==> src/rtl/trng_pkg.sv <==
// trng_pkg: shared state type and default sizing for the TRNG conditioner.
// No ports. It provides the conditioner state enum and the default word width
// and repetition limit.
package trng_pkg;
   typedef enum logic [1:0] {IDLE, COLLECT, FAIL} trng_cond_state_t;
   localparam int TRNG_WORD_WIDTH = 32;
   localparam int TRNG_REP_LIMIT = 31;
endpackage

==> src/rtl/trng_conditioner_if.sv <==
// trng_conditioner_if: valid/ready word output bus of the TRNG conditioner.
// Signals: data_out (head word), data_valid (word available), data_ready
// (consumer accepts), fifo_level (occupied entries).
// Modports: master is the conditioner side, slave is the consumer side.
interface trng_conditioner_if #(
   parameter int WORD_WIDTH = 32,
   parameter int FIFO_DEPTH = 4
);
   logic [WORD_WIDTH-1:0] data_out;
   logic data_valid;
   logic data_ready;
   logic [$clog2(FIFO_DEPTH+1)-1:0] fifo_level;
   modport master (output data_out, data_valid, fifo_level, input data_ready);
   modport slave (input data_out, data_valid, fifo_level, output data_ready);
endinterface

==> src/rtl/sync_fifo.sv <==
// sync_fifo: first-word-fall-through FIFO with occupancy count.
// Ports: clk, reset (async, active-high), push/din (write), pop (read
// acknowledge), dout (head word, 0 when empty), full, empty, level.
module sync_fifo #(
   parameter int WIDTH = 32,
   parameter int DEPTH = 4
) (
   input  logic clk,
   input  logic reset,
   input  logic push,
   input  logic pop,
   input  logic [WIDTH-1:0] din,
   output logic [WIDTH-1:0] dout,
   output logic full,
   output logic empty,
   output logic [$clog2(DEPTH+1)-1:0] level
);
   localparam int AW = $clog2(DEPTH);
   localparam int LW = $clog2(DEPTH+1);
   logic [WIDTH-1:0] mem [DEPTH];
   logic [AW-1:0] wr_ptr, rd_ptr;
   logic do_push, do_pop;
   assign empty = level == '0;
   assign full = level == LW'(DEPTH);
   assign do_pop = pop && !empty;
   // a full FIFO still accepts a word when the head leaves on the same edge
   assign do_push = push && (!full || do_pop);
   assign dout = empty ? '0 : mem[rd_ptr];
   always_ff @(posedge clk)
      if (do_push) mem[wr_ptr] <= din;
   always_ff @(posedge clk or posedge reset)
      if (reset) begin
         wr_ptr <= '0;
         rd_ptr <= '0;
         level <= '0;
      end else begin
         if (do_push) wr_ptr <= wr_ptr + 1'b1;
         if (do_pop) rd_ptr <= rd_ptr + 1'b1;
         level <= level + LW'(do_push) - LW'(do_pop);
      end
endmodule

==> src/rtl/trng_conditioner.sv <==
// trng_conditioner: von Neumann debiasing, repetition-count health test and
// word packing of a raw TRNG bit stream, buffered in a FIFO.
// Ports: clk, reset (async, active-high), enable (collection enable),
// trng_in (raw bit), health_fail (sticky), overflow (sticky),
// bus (word output: data_out, data_valid, data_ready, fifo_level).
module trng_conditioner
   import trng_pkg::*;
#(
   parameter int WORD_WIDTH = TRNG_WORD_WIDTH,
   parameter int REP_LIMIT = TRNG_REP_LIMIT,
   parameter int FIFO_DEPTH = 4
) (
   input  logic clk,
   input  logic reset,
   input  logic enable,
   input  logic trng_in,
   output logic health_fail,
   output logic overflow,
   trng_conditioner_if.master bus
);
   localparam int BW = $clog2(WORD_WIDTH);
   localparam int RW = $clog2(REP_LIMIT+1);
   trng_cond_state_t state, state_nxt;
   logic pair_bit, pair_full, prev_bit;
   logic [WORD_WIDTH-1:0] word;
   logic [BW-1:0] bit_cnt;
   logic [RW-1:0] run_cnt, run_nxt;
   logic rep_hit, emit, word_done, push, pop, full, empty;
   assign pop = bus.data_valid && bus.data_ready;
   assign bus.data_valid = !empty;
   always_comb begin
      // run_cnt of 0 marks the first sample of a collection
      run_nxt = (run_cnt == '0 || trng_in != prev_bit) ? RW'(1) : run_cnt + 1'b1;
      rep_hit = run_nxt == RW'(REP_LIMIT);
      emit = pair_full && pair_bit != trng_in;
      word_done = emit && bit_cnt == BW'(WORD_WIDTH-1);
      state_nxt = state;
      push = 1'b0;
      case (state)
         IDLE: state_nxt = enable ? COLLECT : IDLE;
         COLLECT: begin
            state_nxt = !enable ? IDLE : rep_hit ? FAIL : COLLECT;
            push = enable && !rep_hit && word_done;
         end
         default: state_nxt = enable ? FAIL : IDLE;
      endcase
   end
   always_ff @(posedge clk or posedge reset)
      if (reset) state <= IDLE;
      else state <= state_nxt;
   always_ff @(posedge clk or posedge reset)
      if (reset) begin
         pair_bit <= 1'b0;
         pair_full <= 1'b0;
         prev_bit <= 1'b0;
         word <= '0;
         bit_cnt <= '0;
         run_cnt <= '0;
         health_fail <= 1'b0;
         overflow <= 1'b0;
      end else begin
         // leaving or outside COLLECT discards the pair and the partial word
         if (state != COLLECT || state_nxt != COLLECT) begin
            pair_bit <= 1'b0;
            pair_full <= 1'b0;
            prev_bit <= 1'b0;
            word <= '0;
            bit_cnt <= '0;
            run_cnt <= '0;
         end else begin
            prev_bit <= trng_in;
            run_cnt <= run_nxt;
            pair_full <= !pair_full;
            if (!pair_full) pair_bit <= trng_in;
            if (emit) begin
               word <= {word[WORD_WIDTH-2:0], pair_bit};
               bit_cnt <= word_done ? '0 : bit_cnt + 1'b1;
            end
         end
         if (state == IDLE && enable) begin
            health_fail <= 1'b0;
            overflow <= 1'b0;
         end else begin
            if (state_nxt == FAIL) health_fail <= 1'b1;
            if (push && full && !pop) overflow <= 1'b1;
         end
      end
   sync_fifo #(.WIDTH(WORD_WIDTH), .DEPTH(FIFO_DEPTH)) u_fifo (
      .clk(clk),
      .reset(reset),
      .push(push),
      .pop(pop),
      .din({word[WORD_WIDTH-2:0], pair_bit}),
      .dout(bus.data_out),
      .full(full),
      .empty(empty),
      .level(bus.fifo_level)
   );
endmodule

==> src/flat_wrapper.sv <==
// flat-port wrapper written by rule: the top's interface ports become plain ports
module trng_conditioner_flat import trng_pkg::*;
#(
   parameter int WORD_WIDTH = TRNG_WORD_WIDTH,
   parameter int REP_LIMIT = TRNG_REP_LIMIT,
   parameter int FIFO_DEPTH = 4
)
  (clk, reset, enable, trng_in, health_fail, overflow, bus_data_out, bus_data_valid, bus_fifo_level, bus_data_ready);
  trng_conditioner_if #(.WORD_WIDTH(WORD_WIDTH), .FIFO_DEPTH(FIFO_DEPTH)) bus_i ();
  input  logic clk;
  input  logic reset;
  input  logic enable;
  input  logic trng_in;
  output logic health_fail;
  output logic overflow;
  output wire logic [$bits(bus_i.data_out)-1:0] bus_data_out;
  output wire logic [$bits(bus_i.data_valid)-1:0] bus_data_valid;
  output wire logic [$bits(bus_i.fifo_level)-1:0] bus_fifo_level;
  input wire logic [$bits(bus_i.data_ready)-1:0] bus_data_ready;
  assign bus_data_out = bus_i.data_out;
  assign bus_data_valid = bus_i.data_valid;
  assign bus_fifo_level = bus_i.fifo_level;
  assign bus_i.data_ready = bus_data_ready;
  trng_conditioner #(.WORD_WIDTH(WORD_WIDTH), .REP_LIMIT(REP_LIMIT), .FIFO_DEPTH(FIFO_DEPTH)) u_core (.clk(clk), .reset(reset), .enable(enable), .trng_in(trng_in), .health_fail(health_fail), .overflow(overflow), .bus(bus_i));
endmodule
==> config.mk <==
export PLATFORM = sky130hd
export DESIGN_NAME = trng_conditioner_flat
export DESIGN_NICKNAME = d
export VERILOG_FILES = /design/src/rtl/trng_pkg.sv /design/src/rtl/trng_conditioner_if.sv /design/src/rtl/sync_fifo.sv /design/src/rtl/trng_conditioner.sv /design/src/flat_wrapper.sv
export SDC_FILE = /design/constraint.sdc
export NUM_CORES = 1
export LEC_CHECK = 0
export ABC_AREA = 1
export CORE_MARGIN = 1.5
export CORE_UTILIZATION = 45
export DETAILED_ROUTE_END_ITERATION = 8
export GPL_TIMING_DRIVEN = 0
export PLACE_DENSITY_LB_ADDON = 0.15
export SLEW_MARGIN = 20
export SYNTH_ARGS = -nofsm -noshare
export SYNTH_HDL_FRONTEND = slang
export SYNTH_SLANG_ARGS = --single-unit
==> constraint.sdc <==
create_clock -name clk -period 8.7 [get_ports clk]
set_input_delay 1.74 -clock clk [delete_from_list [all_inputs] [get_ports clk]]
set_output_delay 1.74 -clock clk [all_outputs]
set_load 0.005 [all_outputs]
==> results of run 1 <==
cells by family after synthesis:
family	synth area share, %
AND/OR/NAND/NOR	14.77
flip-flops	68.18
AO/OA/AOI/OAI	10.51
buffers and inverters	4.069
adder cells (fa/ha/maj)	1.896
XOR/XNOR	0.5720
power breakdown:
group	total (mW)	internal (mW)	switching (mW)
sequential	0.953	0.940	0.0132
clock	0.725	0.419	0.305
combinational	0.807	0.359	0.449
total	2.48	1.72	0.767
registers in the layout (all words and copies together), names as in the netlist:
name                  cells
u_core.u_fifo.mem       128
u_core.word              31
u_core.bit_cnt            5
u_core.run_cnt            5
u_core.u_fifo.level       3
u_core.state              2
u_core.u_fifo.rd_ptr      2
u_core.u_fifo.wr_ptr      2
u_core.health_fail        1
u_core.overflow           1
u_core.pair_bit           1
u_core.pair_full          1
u_core.prev_bit           1
cells in the mapped netlist (2+ instances only):
library cell    n  area (sq um)
dfrtp_1        55          1376
edfxtp_1      128          3844
nor2_2          3         18.77
xor2_1          4         35.03
o21ai_0        57         285.3
buf_2           9         45.04
clkbuf_1       16         60.06
buf_1           5         18.77
nand2_1        95         356.6
a21oi_1        33         165.2
nand4_1         3         18.77
ha_1           10         125.1
inv_1          33         123.9
nor2_1        145         544.3
nor2_4          2         22.52
nand3_1        10         50.05
nor3_2          3         30.03
a21oi_2        35         306.5
buf_6           3         33.78
o21ai_1         8         40.04
nor3_1          2         10.01
inv_2           4         15.01
through the flow:
step / setup slack, ns / cells / hold WS (ns) / instance area, sq um / total power [mW]
floorplan: 4.442 / 674 / 0.4429 / 7656 / 1.394
global placement: 2.525 / 936 / 0.4543 / 8352 / 1.776
detailed placement: 3.914 / 941 / 0.4636 / 8492 / 1.786
CTS: 4.320 / 973 / 0.4751 / 9041 / 2.506
global route: 4.151 / 973 / 0.5107 / 9041 / 2.617
finish: 4.380 / 973 / 0.4739 / 9041 / 2.485
worst max-delay path: cells and delay by family:
kind / cells / cell delay [ns]
xor gates and xnor gates: 2 / 0.37
and+or+nand+nor: 4 / 0.87
buffers and inverters: 4 / 0.75
adders and majority gates: 3 / 0.92
final timing paths:
path	from	endpoint	slack (ns)	cells after the start
max	trng_in	u_core.u_fifo.level[2]$_DFF_PP0_	4.38	13
min	u_core.pair_full$_DFF_PP0_	u_core.pair_full$_DFF_PP0_	0.47	1
max reg2reg	u_core.bit_cnt[0]$_DFFE_PP0P_	u_core.u_fifo.level[2]$_DFF_PP0_	5.67	13
min reg2reg	u_core.pair_full$_DFF_PP0_	u_core.pair_full$_DFF_PP0_	0.47	1
max in group asynchronous	reset	u_core.word[17]$_DFFE_PP0P_	6.60	3
min in group asynchronous	reset	u_core.run_cnt[2]$_DFF_PP0_	1.61	2
placed cells by master (no fill, tap or decap), drive strengths merged:
| master | n |
|---|---|
| a21oi | 68 |
| and3 | 1 |
| buf | 23 |
| bufinv | 2 |
| clkbuf | 38 |
| clkdlybuf4s50 | 42 |
| clkinv | 5 |
| clkinvlp | 3 |
| dfrtp | 55 |
| edfxtp | 128 |
| fa | 1 |
| ha | 10 |
| inv | 37 |
| nand2 | 98 |
| nand3 | 11 |
| nand4 | 4 |
| nor2 | 150 |
| nor3 | 5 |
| o21ai | 65 |
| o21bai | 1 |
| or2 | 1 |
| xnor2 | 1 |
| xor2 | 4 |
layout make-up:
type	instances	area (sq um)
fill	1462	7542
timing repair buffer	47	528.0
tap	220	275.3
multi-input combinational	420	2155
inverter	37	141.4
sequential	183	5220
buffer	34	172.7
clock inverter	10	105.1
clock buffer	22	444.2
per-layer routing:
| layer | vias up | GRT usage [%] | part of all wire (%) |
|---|---|---|---|
| met5 | - | 0 | 0 |
| met4 | 0 | 5.616 | 1.1 |
| met3 | 12 | 4.224 | 4.6 |
| met2 | 121 | 31.64 | 49 |
| met1 | 2479 | 25.89 | 46 |
| li1 | 2406 | - | - |
==> out/results.ini, run 1 <==
[worst_hold_path]
hold_class = reg2reg

[status]
outcome = finished, final reports clean

[clocking]
hold_buffers = 0
path_clk_slew_ns = 0.06
post-cts-setup-buffer-count = 0
cts-root-buf = clkbuf_16
cts_repair_resize_count = 0
clk_latency_ns = 0.43
cts_tree = yes
numCtsBuffers = 17
clock_sinks = 183
clock_path_buffers = 2
cts_max_level = 4

[placed_design]
io_buffers = 42
dpl.hpwl_um = 10220
gp_congestion = 0.7830

[sta]
tns_ns = 0
timing.fmax_mhz = 231.5
period_share_pct = 49.65
setup_viol = 0
worstMarginPinSlew_ns = 0.7689
slew_violations = 0
finClkSkew_ns = 0.006944
hold_viol = 0
rsz0062_at_grt = no
finalCriticalPeriod_ns = 4.320
slew_headroom_pct = 48.62

[pwr]
powerDensity_nw_per_um2 = 274.8
ir_worst_vdd_mv = 0.1468
leakagePower_nw = 3.512

[global_routing]
grt_pass1_wl_um = 25970
gr-total-overflow = 0
track_usage_pct = 19.24
grt_max_degree = 39
grt_pass1_vias = 4893
grt_antenna_before_repair = 0

[layout]
fin_util_pct = 54.52
nNetsFinal = 756
syn_to_final_growth_pct = 18.09
drive_gt1_share_pct = 13.28
n_antenna_cell = 0

[critical_path]
worstSetupPathType = in2reg
slowest_stage = clkdlybuf4s50_1
start_kind = input port
slowest_delay_ns = 0.58
crit_chain = clkdlybuf4s50_1 -> nor2_1 -> nor2_4 -> inv_2 -> nor2_1 -> nand4_2 -> ha_1 -> inv_1 -> ha_1 -> inv_1 -> fa_1 -> xnor2_1 -> xor2_1
arrival_ns = 4.67
cp.required_ns = 9.05
end_kind = register
worstPathMaxFanout = 7

[die]
coreArea_sq_um = 16580
dieArea_sq_um = 17800
die_x_um = 133.4
fp-row-count = 47
die_h_um = 133.4
start_util_pct = 46.17
ios = 43

[route]
via_per_inst = 5.157
wire_per_inst_um = 16.59
drc = 0
wl_um = 16150
ant_nets = 0
routed-via-count = 5018
first_pass_iters = 4
drtIter0Drc = 338

[logic_synthesis]
synth_cell_types = 33
async_flop_share_pct = 30.05
synth_area_sq_um = 7656
synth_edf_count = 128
ys_warn_count = 0
netlist_instances = 674
seq_area_frac_synth_pct = 68.18
synth_seq_cells = 183
syn_avg_cell_area_sq_um = 11.36
synthFlopType = edfxtp_1
syn_nets = 690

[run]
maxCapViolations = 0

No activity file was read; power rests on OpenSTA's default activity.
==> run 2: changes to the inputs <==
Clock period 8.7 ns to 3.7 ns, I/O delays scaled along.
==> results of run 2 <==
Same layout as run 1 (identical final DEF). Status: finished, final reports clean.
Main changes from that run: setup slack after placement 3.914 ns -> -0.08637 ns; setup slack after layout 4.380 ns -> 0.3802 ns; register-to-register setup slack 5.67 ns -> 0.67 ns; total power 2.485 mW -> 5.842 mW; worst IR drop on VDD 0.1468 mV -> 0.3453 mV
